### src/rtl/cu_mem_arbiter_if.sv
// Bundle of compute-unit request/response lanes and the shared memory port.
// The arbiter sits on the slave side; compute units and memory drive the master side.
interface cu_mem_arbiter_if #(
    parameter int NUM_REQ         = 4,
    parameter int MAX_OUTSTANDING = 16
);
    localparam int CNT_W = $clog2(MAX_OUTSTANDING) + 1;

    logic [NUM_REQ-1:0]    req_valid;
    logic [NUM_REQ-1:0]    req_is_load;
    logic [NUM_REQ*32-1:0] req_addr;
    logic [NUM_REQ*32-1:0] req_wdata;
    logic [NUM_REQ*5-1:0]  req_rd;
    logic [NUM_REQ-1:0]    req_ready;
    logic [NUM_REQ-1:0]    resp_valid;
    logic [4:0]            resp_rd;
    logic [31:0]           resp_data;

    logic                  mem_req_valid;
    logic                  mem_req_is_load;
    logic [31:0]           mem_req_addr;
    logic [31:0]           mem_req_wdata;
    logic [4:0]            mem_req_rd;
    logic                  mem_req_ready;
    logic                  mem_resp_valid;
    logic [4:0]            mem_resp_rd;
    logic [31:0]           mem_resp_data;

    logic [CNT_W-1:0]      outstanding;
    logic                  err_resp_underflow;

    modport master (
        output req_valid, req_is_load, req_addr, req_wdata, req_rd,
        input  req_ready, resp_valid, resp_rd, resp_data,
        input  mem_req_valid, mem_req_is_load, mem_req_addr, mem_req_wdata, mem_req_rd,
        output mem_req_ready, mem_resp_valid, mem_resp_rd, mem_resp_data,
        input  outstanding, err_resp_underflow
    );

    modport slave (
        input  req_valid, req_is_load, req_addr, req_wdata, req_rd,
        output req_ready, resp_valid, resp_rd, resp_data,
        output mem_req_valid, mem_req_is_load, mem_req_addr, mem_req_wdata, mem_req_rd,
        input  mem_req_ready, mem_resp_valid, mem_resp_rd, mem_resp_data,
        output outstanding, err_resp_underflow
    );
endinterface

### src/rtl/cu_mem_arbiter.sv
// Round-robin arbiter sharing one data-memory port among NUM_REQ compute units.
// Loads record their owner in an ID FIFO so in-order memory responses are routed
// back to the issuer; a credit counter bounds the number of unanswered loads.
module cu_mem_arbiter #(
    parameter int NUM_REQ         = 4,
    parameter int MAX_OUTSTANDING = 16
) (
    input  logic            clk,
    input  logic            rst_n,
    cu_mem_arbiter_if.slave bus
);
    localparam int IDW   = $clog2(NUM_REQ);
    localparam int PTR_W = $clog2(MAX_OUTSTANDING);
    localparam int CNT_W = PTR_W + 1;
    localparam logic [CNT_W-1:0] CREDIT_LIMIT = CNT_W'(MAX_OUTSTANDING);

    logic [IDW-1:0]     last_grant;
    logic [IDW-1:0]     grant_id;
    logic [IDW-1:0]     cand;
    logic               grant_found;
    logic               grant_fire;
    logic               stage_free;
    logic               credit_ok;
    logic [NUM_REQ-1:0] eligible;

    logic               mem_req_valid_q;
    logic               mem_req_is_load_q;
    logic [31:0]        mem_req_addr_q;
    logic [31:0]        mem_req_wdata_q;
    logic [4:0]         mem_req_rd_q;

    logic [IDW-1:0]     id_fifo [MAX_OUTSTANDING];
    logic [CNT_W-1:0]   wr_ptr;
    logic [CNT_W-1:0]   rd_ptr;
    logic [CNT_W-1:0]   outstanding_q;
    logic               fifo_empty;
    logic               push;
    logic               pop;

    logic [NUM_REQ-1:0] resp_valid_q;
    logic [4:0]         resp_rd_q;
    logic [31:0]        resp_data_q;
    logic               err_q;

    assign stage_free = !mem_req_valid_q || bus.mem_req_ready;
    assign credit_ok  = outstanding_q < CREDIT_LIMIT;
    assign fifo_empty = (wr_ptr == rd_ptr);
    assign grant_fire = rst_n && stage_free && grant_found;
    assign push       = grant_fire && bus.req_is_load[grant_id];
    assign pop        = bus.mem_resp_valid && !fifo_empty;

    // A unit may compete if it has a store, or a load while credits remain
    always_comb begin
        eligible = '0;
        for (int i = 0; i < NUM_REQ; i++) begin
            eligible[i] = bus.req_valid[i] && (!bus.req_is_load[i] || credit_ok);
        end
    end

    // Round-robin search starting just above the most recently granted unit
    always_comb begin
        grant_found = 1'b0;
        grant_id    = '0;
        cand        = '0;
        for (int k = 1; k <= NUM_REQ; k++) begin
            cand = IDW'((int'(last_grant) + k) % NUM_REQ);
            if (!grant_found && eligible[cand]) begin
                grant_found = 1'b1;
                grant_id    = cand;
            end
        end
    end

    // Output register toward memory: capture on grant, drop valid once drained with nothing new
    always_ff @(posedge clk) begin
        if (!rst_n) begin
            mem_req_valid_q   <= 1'b0;
            mem_req_is_load_q <= 1'b0;
            mem_req_addr_q    <= '0;
            mem_req_wdata_q   <= '0;
            mem_req_rd_q      <= '0;
            last_grant        <= IDW'(NUM_REQ - 1);
        end else if (grant_fire) begin
            mem_req_valid_q   <= 1'b1;
            mem_req_is_load_q <= bus.req_is_load[grant_id];
            mem_req_addr_q    <= bus.req_addr[int'(grant_id)*32 +: 32];
            mem_req_wdata_q   <= bus.req_wdata[int'(grant_id)*32 +: 32];
            mem_req_rd_q      <= bus.req_rd[int'(grant_id)*5 +: 5];
            last_grant        <= grant_id;
        end else if (stage_free) begin
            mem_req_valid_q   <= 1'b0;
        end
    end

    // Owner FIFO and credit counter; loads are booked at grant time, released on response
    always_ff @(posedge clk) begin
        if (!rst_n) begin
            wr_ptr        <= '0;
            rd_ptr        <= '0;
            outstanding_q <= '0;
        end else begin
            if (push) begin
                id_fifo[wr_ptr[PTR_W-1:0]] <= grant_id;
                wr_ptr <= wr_ptr + CNT_W'(1);
            end
            if (pop) begin
                rd_ptr <= rd_ptr + CNT_W'(1);
            end
            case ({push, pop})
                2'b10:   outstanding_q <= outstanding_q + CNT_W'(1);
                2'b01:   outstanding_q <= outstanding_q - CNT_W'(1);
                default: outstanding_q <= outstanding_q;
            endcase
        end
    end

    // Route each memory response to the FIFO head one cycle later; flag responses with no owner
    always_ff @(posedge clk) begin
        if (!rst_n) begin
            resp_valid_q <= '0;
            resp_rd_q    <= '0;
            resp_data_q  <= '0;
            err_q        <= 1'b0;
        end else begin
            resp_valid_q <= '0;
            if (pop) begin
                resp_valid_q <= NUM_REQ'(1) << id_fifo[rd_ptr[PTR_W-1:0]];
                resp_rd_q    <= bus.mem_resp_rd;
                resp_data_q  <= bus.mem_resp_data;
            end
            if (bus.mem_resp_valid && fifo_empty) begin
                err_q <= 1'b1;
            end
        end
    end

    assign bus.req_ready          = grant_fire ? (NUM_REQ'(1) << grant_id) : '0;
    assign bus.mem_req_valid      = mem_req_valid_q;
    assign bus.mem_req_is_load    = mem_req_is_load_q;
    assign bus.mem_req_addr       = mem_req_addr_q;
    assign bus.mem_req_wdata      = mem_req_wdata_q;
    assign bus.mem_req_rd         = mem_req_rd_q;
    assign bus.resp_valid         = resp_valid_q;
    assign bus.resp_rd            = resp_rd_q;
    assign bus.resp_data          = resp_data_q;
    assign bus.outstanding        = outstanding_q;
    assign bus.err_resp_underflow = err_q;
endmodule

### src/flat_wrapper.sv
// flat-port wrapper written by rule: the top's interface ports become plain ports
module cu_mem_arbiter_flat 
#(
    parameter int NUM_REQ         = 4,
    parameter int MAX_OUTSTANDING = 16
)
  (clk, rst_n, bus_req_valid, bus_req_is_load, bus_req_addr, bus_req_wdata, bus_req_rd, bus_req_ready, bus_resp_valid, bus_resp_rd, bus_resp_data, bus_mem_req_valid, bus_mem_req_is_load, bus_mem_req_addr, bus_mem_req_wdata, bus_mem_req_rd, bus_mem_req_ready, bus_mem_resp_valid, bus_mem_resp_rd, bus_mem_resp_data, bus_outstanding, bus_err_resp_underflow);
  cu_mem_arbiter_if #(.NUM_REQ(NUM_REQ), .MAX_OUTSTANDING(MAX_OUTSTANDING)) bus_i ();
  input  logic clk;
  input  logic rst_n;
  input wire logic [$bits(bus_i.req_valid)-1:0] bus_req_valid;
  input wire logic [$bits(bus_i.req_is_load)-1:0] bus_req_is_load;
  input wire logic [$bits(bus_i.req_addr)-1:0] bus_req_addr;
  input wire logic [$bits(bus_i.req_wdata)-1:0] bus_req_wdata;
  input wire logic [$bits(bus_i.req_rd)-1:0] bus_req_rd;
  output wire logic [$bits(bus_i.req_ready)-1:0] bus_req_ready;
  output wire logic [$bits(bus_i.resp_valid)-1:0] bus_resp_valid;
  output wire logic [$bits(bus_i.resp_rd)-1:0] bus_resp_rd;
  output wire logic [$bits(bus_i.resp_data)-1:0] bus_resp_data;
  output wire logic [$bits(bus_i.mem_req_valid)-1:0] bus_mem_req_valid;
  output wire logic [$bits(bus_i.mem_req_is_load)-1:0] bus_mem_req_is_load;
  output wire logic [$bits(bus_i.mem_req_addr)-1:0] bus_mem_req_addr;
  output wire logic [$bits(bus_i.mem_req_wdata)-1:0] bus_mem_req_wdata;
  output wire logic [$bits(bus_i.mem_req_rd)-1:0] bus_mem_req_rd;
  input wire logic [$bits(bus_i.mem_req_ready)-1:0] bus_mem_req_ready;
  input wire logic [$bits(bus_i.mem_resp_valid)-1:0] bus_mem_resp_valid;
  input wire logic [$bits(bus_i.mem_resp_rd)-1:0] bus_mem_resp_rd;
  input wire logic [$bits(bus_i.mem_resp_data)-1:0] bus_mem_resp_data;
  output wire logic [$bits(bus_i.outstanding)-1:0] bus_outstanding;
  output wire logic [$bits(bus_i.err_resp_underflow)-1:0] bus_err_resp_underflow;
  assign bus_i.req_valid = bus_req_valid;
  assign bus_i.req_is_load = bus_req_is_load;
  assign bus_i.req_addr = bus_req_addr;
  assign bus_i.req_wdata = bus_req_wdata;
  assign bus_i.req_rd = bus_req_rd;
  assign bus_req_ready = bus_i.req_ready;
  assign bus_resp_valid = bus_i.resp_valid;
  assign bus_resp_rd = bus_i.resp_rd;
  assign bus_resp_data = bus_i.resp_data;
  assign bus_mem_req_valid = bus_i.mem_req_valid;
  assign bus_mem_req_is_load = bus_i.mem_req_is_load;
  assign bus_mem_req_addr = bus_i.mem_req_addr;
  assign bus_mem_req_wdata = bus_i.mem_req_wdata;
  assign bus_mem_req_rd = bus_i.mem_req_rd;
  assign bus_i.mem_req_ready = bus_mem_req_ready;
  assign bus_i.mem_resp_valid = bus_mem_resp_valid;
  assign bus_i.mem_resp_rd = bus_mem_resp_rd;
  assign bus_i.mem_resp_data = bus_mem_resp_data;
  assign bus_outstanding = bus_i.outstanding;
  assign bus_err_resp_underflow = bus_i.err_resp_underflow;
  cu_mem_arbiter #(.NUM_REQ(NUM_REQ), .MAX_OUTSTANDING(MAX_OUTSTANDING)) u_core (.clk(clk), .rst_n(rst_n), .bus(bus_i));
endmodule
### config.mk
export PLATFORM = sky130hd
export DESIGN_NAME = cu_mem_arbiter_flat
export DESIGN_NICKNAME = d
export VERILOG_FILES = /design/src/rtl/cu_mem_arbiter_if.sv /design/src/rtl/cu_mem_arbiter.sv /design/src/flat_wrapper.sv
export SDC_FILE = /design/constraint.sdc
export NUM_CORES = 1
export LEC_CHECK = 0
export ABC_AREA = 1
export BUFFER_PORTS_ARGS = -buffer_cell sky130_fd_sc_hd__buf_2
export CAP_MARGIN = 25
export CELL_PAD_IN_SITES_DETAIL_PLACEMENT = 0
export CELL_PAD_IN_SITES_GLOBAL_PLACEMENT = 1
export CORE_AREA = 2 2 173 175
export CTS_BUF_LIST = sky130_fd_sc_hd__clkbuf_4
export DETAILED_ROUTE_END_ITERATION = 16
export DIE_AREA = 0 0 175 177
export PLACE_DENSITY_LB_ADDON = 0.1
export SYNTH_ARGS = -nofsm -noshare
export SYNTH_HDL_FRONTEND = slang
export SYNTH_SLANG_ARGS = --single-unit
### constraint.sdc
create_clock -name clk -period 4.58 [get_ports clk]
set_input_delay 0.229 -clock clk [delete_from_list [all_inputs] [get_ports clk]]
set_output_delay 0.229 -clock clk [all_outputs]
set_load 0.02 [all_outputs]
==> flow_summary_export.csv <==
group,metric,value,unit
status,status,"complete, no violations",
setup_path,cp-start-kind,"flip-flop",
detailed_routing,first_pass_iters,5,
setup_path,path_max_fanout,72,
synthesis,synth_edf_count,32,
timing,setup_violations,0,
setup_path,r2r_end,"u_core.bus.mem_req_rd[2]",
clock_network,clockBufferDepth,2,
floorplanning,rows,63,
synthesis,synth_seq_area_share,0.4174,
place,port_buffers,446,
hold_path,holdPathStages,5,
timing,worst_slew_pin_slew,0.9195,ns
power_and_ir_drop,power_density,875.9,nW/um2
clock_network,clk_latency,0.59,ns
clock_network,cts_setup_buffers,0,
setup_path,r2r_cells,17,
clock_network,cts_inserted_buffers,17,
setup_path,worstSetupEndpointType,"output port",
synthesis,synth_top_area_cell,"dfxtp_1",
setup_path,worstPathArrival,3.87,ns
detailed_routing,route.vias.total,10521,
synthesis,syn_area_per_cell,6.558,um2
floorplanning,initial_core_util,0.2985,
finish,final_core_util,0.4565,
finish,fill_cells,3143,
grt,overflow,0,
flow_run,maxCapViolations,0,
finish,multiInputGateArea,4517,um2
hold_path,hold_path.startpoint,"bus_req_addr[2]",
power_and_ir_drop,vdd_ir_drop_max,0.0009041,V
floorplanning,die_w,175,um
timing,fin_ws,0.4779,ns
power_and_ir_drop,p_leak,6.973,nW
place,place_ws,0.9665,ns
timing,whs,0.06725,ns
setup_path,critPathMaxStageDelay,0.69,ns
detailed_routing,route.detailed.drc,0,
finish,area_growth,52.95,%
detailed_routing,antenna_left,0,
setup_path,path_class,"flip-flop to output port",
finish,final_nets,2240,
timing,fmax,243.8,MHz
finish,drive_gt1_frac,0.2664,
timing,finalHoldViolations,0,
clock_network,cts.clk_slew.worst_paths,0.17,ns
floorplanning,die-height,177,um
place,globalplace.congestion,0.8854,
place,hpwlAfterDp,25640,um
detailed_routing,viasPerCell,4.531,
grt,track_usage,0.2220,
setup_path,cp_slowest_cell,"buf_4",
synthesis,yosys.area.top_type_share,0.3073,
setup_path,cp.required,4.35,ns
synthesis,synth.distinct_cells,34,
timing,skew,0.03646,ns
grt,grt_pass1_vias,10208,
synthesis,synth-async-reset-ratio,0,
timing,rsz0062_at_grt,"false",
floorplanning,pin_count,447,
grt,grt_max_degree,90,
finish,seqCellArea,3643,um2
synthesis,syn_nets,1666,
clock_network,clock-sinks,166,
detailed_routing,wl,35340,um
timing,maxSlewViolCount,0,
synthesis,synth_ff_type,"dfxtp_1",
timing,finalCritPeriodShare,0.8957,
hold_path,hp-class,"primary input to flip-flop",
clock_network,clockRootBuffer,"clkbuf_4",
clock_network,htreeDepth,4,
grt,grt_first_pass_wirelength,54210,um
grt,antenna_found_initial,21,
synthesis,yosys_register_bits,166,
floorplanning,fp.coreArea,29240,um2
synthesis,syn_inst,1331,
setup_path,cp_cell_sequence,"inv_4 -> nand3_1 -> nand2_1 -> o21ai_2 -> nand4_1 -> nand2_1 -> nand2_2 -> nand2_4 -> buf_4 -> inv_4 -> buf_4 -> nor3_1 -> buf_2",
synthesis,synth_area,8728,um2
synthesis,synthTopCellsByArea,"dfxtp_1 (31%), nand2_1 (26%), edfxtp_1 (11%), nand3_1 (9.2%), nor2_1 (5.1%)",
hold_path,worstHoldEndpoint,"u_core.bus.mem_req_addr[2]",
synthesis,ys_warn_count,0,
timing,min_period,4.102,ns
timing,slew_headroom,0.3861,
setup_path,timing.rr.start,"u_core.last_grant[0]",
timing,tns,0,ns
setup_path,rrSetupSlack,0.59,ns
detailed_routing,drtIter0Drc,396,
detailed_routing,wire_per_inst,15.22,um
clock_network,cts_tree,"built",
floorplanning,dieArea,30980,um2
-- through the flow --
stage | std cells | cell area [um2] | power, mW
3_3_place_gp | 2099 | 11180 | 9.169
6_report | 2322 | 13350 | 11.69
3_5_place_dp | 2099 | 11180 | 9.191
4_1_cts | 2307 | 13290 | 11.72
5_1_grt | 2318 | 13340 | 12.89
2_1_floorplan | 1331 | 8728 | 7.322
-- area by class of cell --
class	instances	share of cell area
Timing Repair Buffer	635	0.3091
Inverter	49	0.01434
Clock buffer	17	0.009559
Multi-Input combinational cell	1036	0.3383
Antenna cell	14	0.002624
Sequential cell	166	0.2729
Tap cell	390	0.03655
Clock inverter	15	0.01659
-- cells in the final DEF (no fill, tap or decap), drive strengths merged --
cell type	count
dfxtp	134
nor3	6
buf	459
nand4	9
o211ai	8
nor2	120
edfxtp	32
xor2	1
mux2i	8
ha	9
nand3	163
fa	1
nand3b	1
xnor2	6
o21ai	62
diode	14
inv	55
clkinv	9
dlygate4sd3	176
clkbuf	17
a211oi	2
nand2	620
a21oi	20
-- where the power goes --
part           total (mW)  internal (mW)  switching (mW)
sequential           2.38           2.09           0.293
clock               0.957          0.284           0.674
combinational        8.35           3.46            4.89
-- metal layers --
| layer | GRT usage | vias to the layer above | share of wire |
|---|---|---|---|
| li1 | - | 5406 | - |
| met1 | 0.2622 | 4743 | 0.41 |
| met2 | 0.3852 | 304 | 0.50 |
| met3 | 0.05692 | 56 | 0.067 |
| met4 | 0.08785 | 12 | 0.025 |
| met5 | 0 | - | 0.0018 |
-- sequential cells by signal (all words and copies together), names as in the netlist, named ones only --
signal / flops
u_core.bus.mem_req_addr: 32
u_core.bus.mem_req_wdata: 32
u_core.bus.resp_rd: 5
u_core.bus.mem_req_valid: 1
u_core.last_grant: 2
u_core.wr_ptr: 5
u_core.rd_ptr: 5
u_core.bus.resp_data: 32
u_core.bus.resp_valid: 4
u_core.bus.mem_req_rd: 5
u_core.bus.err_resp_underflow: 1
u_core.id_fifo: 32
u_core.bus.mem_req_is_load: 1
u_core.bus.outstanding: 5
-- worst max-delay path by stage --
stage,start,to,slack (ns),depth (start not counted)
finish,u_core.last_grant[0],bus_req_ready[1],0.48,13
global placement,u_core.last_grant[0],u_core.bus.outstanding[4],1.05,22
CTS,u_core.last_grant[0],bus_req_ready[1],0.40,13
detailed placement,u_core.last_grant[0],u_core.bus.outstanding[4],0.97,22
floorplan,u_core.bus.outstanding[4],u_core.bus.outstanding[4],1.48,22
global route,u_core.last_grant[0],bus_req_ready[1],0.02,13
-- cells by family (layout without fill, tap and decap cells) --
kind of cell | after synthesis | in the layout | synth area share
AND/OR/NAND/NOR | 919 | 919 | 0.4293
flip-flops | 166 | 166 | 0.4174
buffers and inverters | 129 | 716 | 0.06537
AO/OA/AOI/OAI | 92 | 92 | 0.05648
adder cells (fa/ha/maj) | 10 | 10 | 0.01520
multiplexers | 8 | 8 | 0.009175
XOR/XNOR | 7 | 7 | 0.007024
other | 0 | 14 | 0
-- synthesized netlist by cell type (5+ instances only) --
| cell | instances |
|---|---|
| o21ai_0 | 60 |
| nand3_1 | 161 |
| nand4_1 | 9 |
| inv_1 | 43 |
| nand2_1 | 613 |
| dfxtp_1 | 134 |
| nor2_1 | 118 |
| o211ai_1 | 8 |
| buf_2 | 30 |
| clkbuf_1 | 42 |
| xnor2_1 | 6 |
| nand2_2 | 5 |
| edfxtp_1 | 32 |
| mux2i_1 | 8 |
| a21oi_1 | 19 |
| ha_1 | 9 |
| nor3_1 | 6 |
-- worst max-delay path, delay by kind of cell (launching register included) --
kind	cells	cell delay (ns)
AOI/OAI and AO/OA	1	0.18
buffers and inverters	5	1.42
DFF	1	0.57
and+or+nand+nor	7	1.04
-- timing repair --
| item | 4_1_cts | 5_1_grt |
|---|---|---|
| hold endpoints to repair | 108 | 0 |
| gates resized for setup | 0 | 0 |
| hold buffers | 176 | 0 |
No activity file was read; power rests on OpenSTA's default activity.
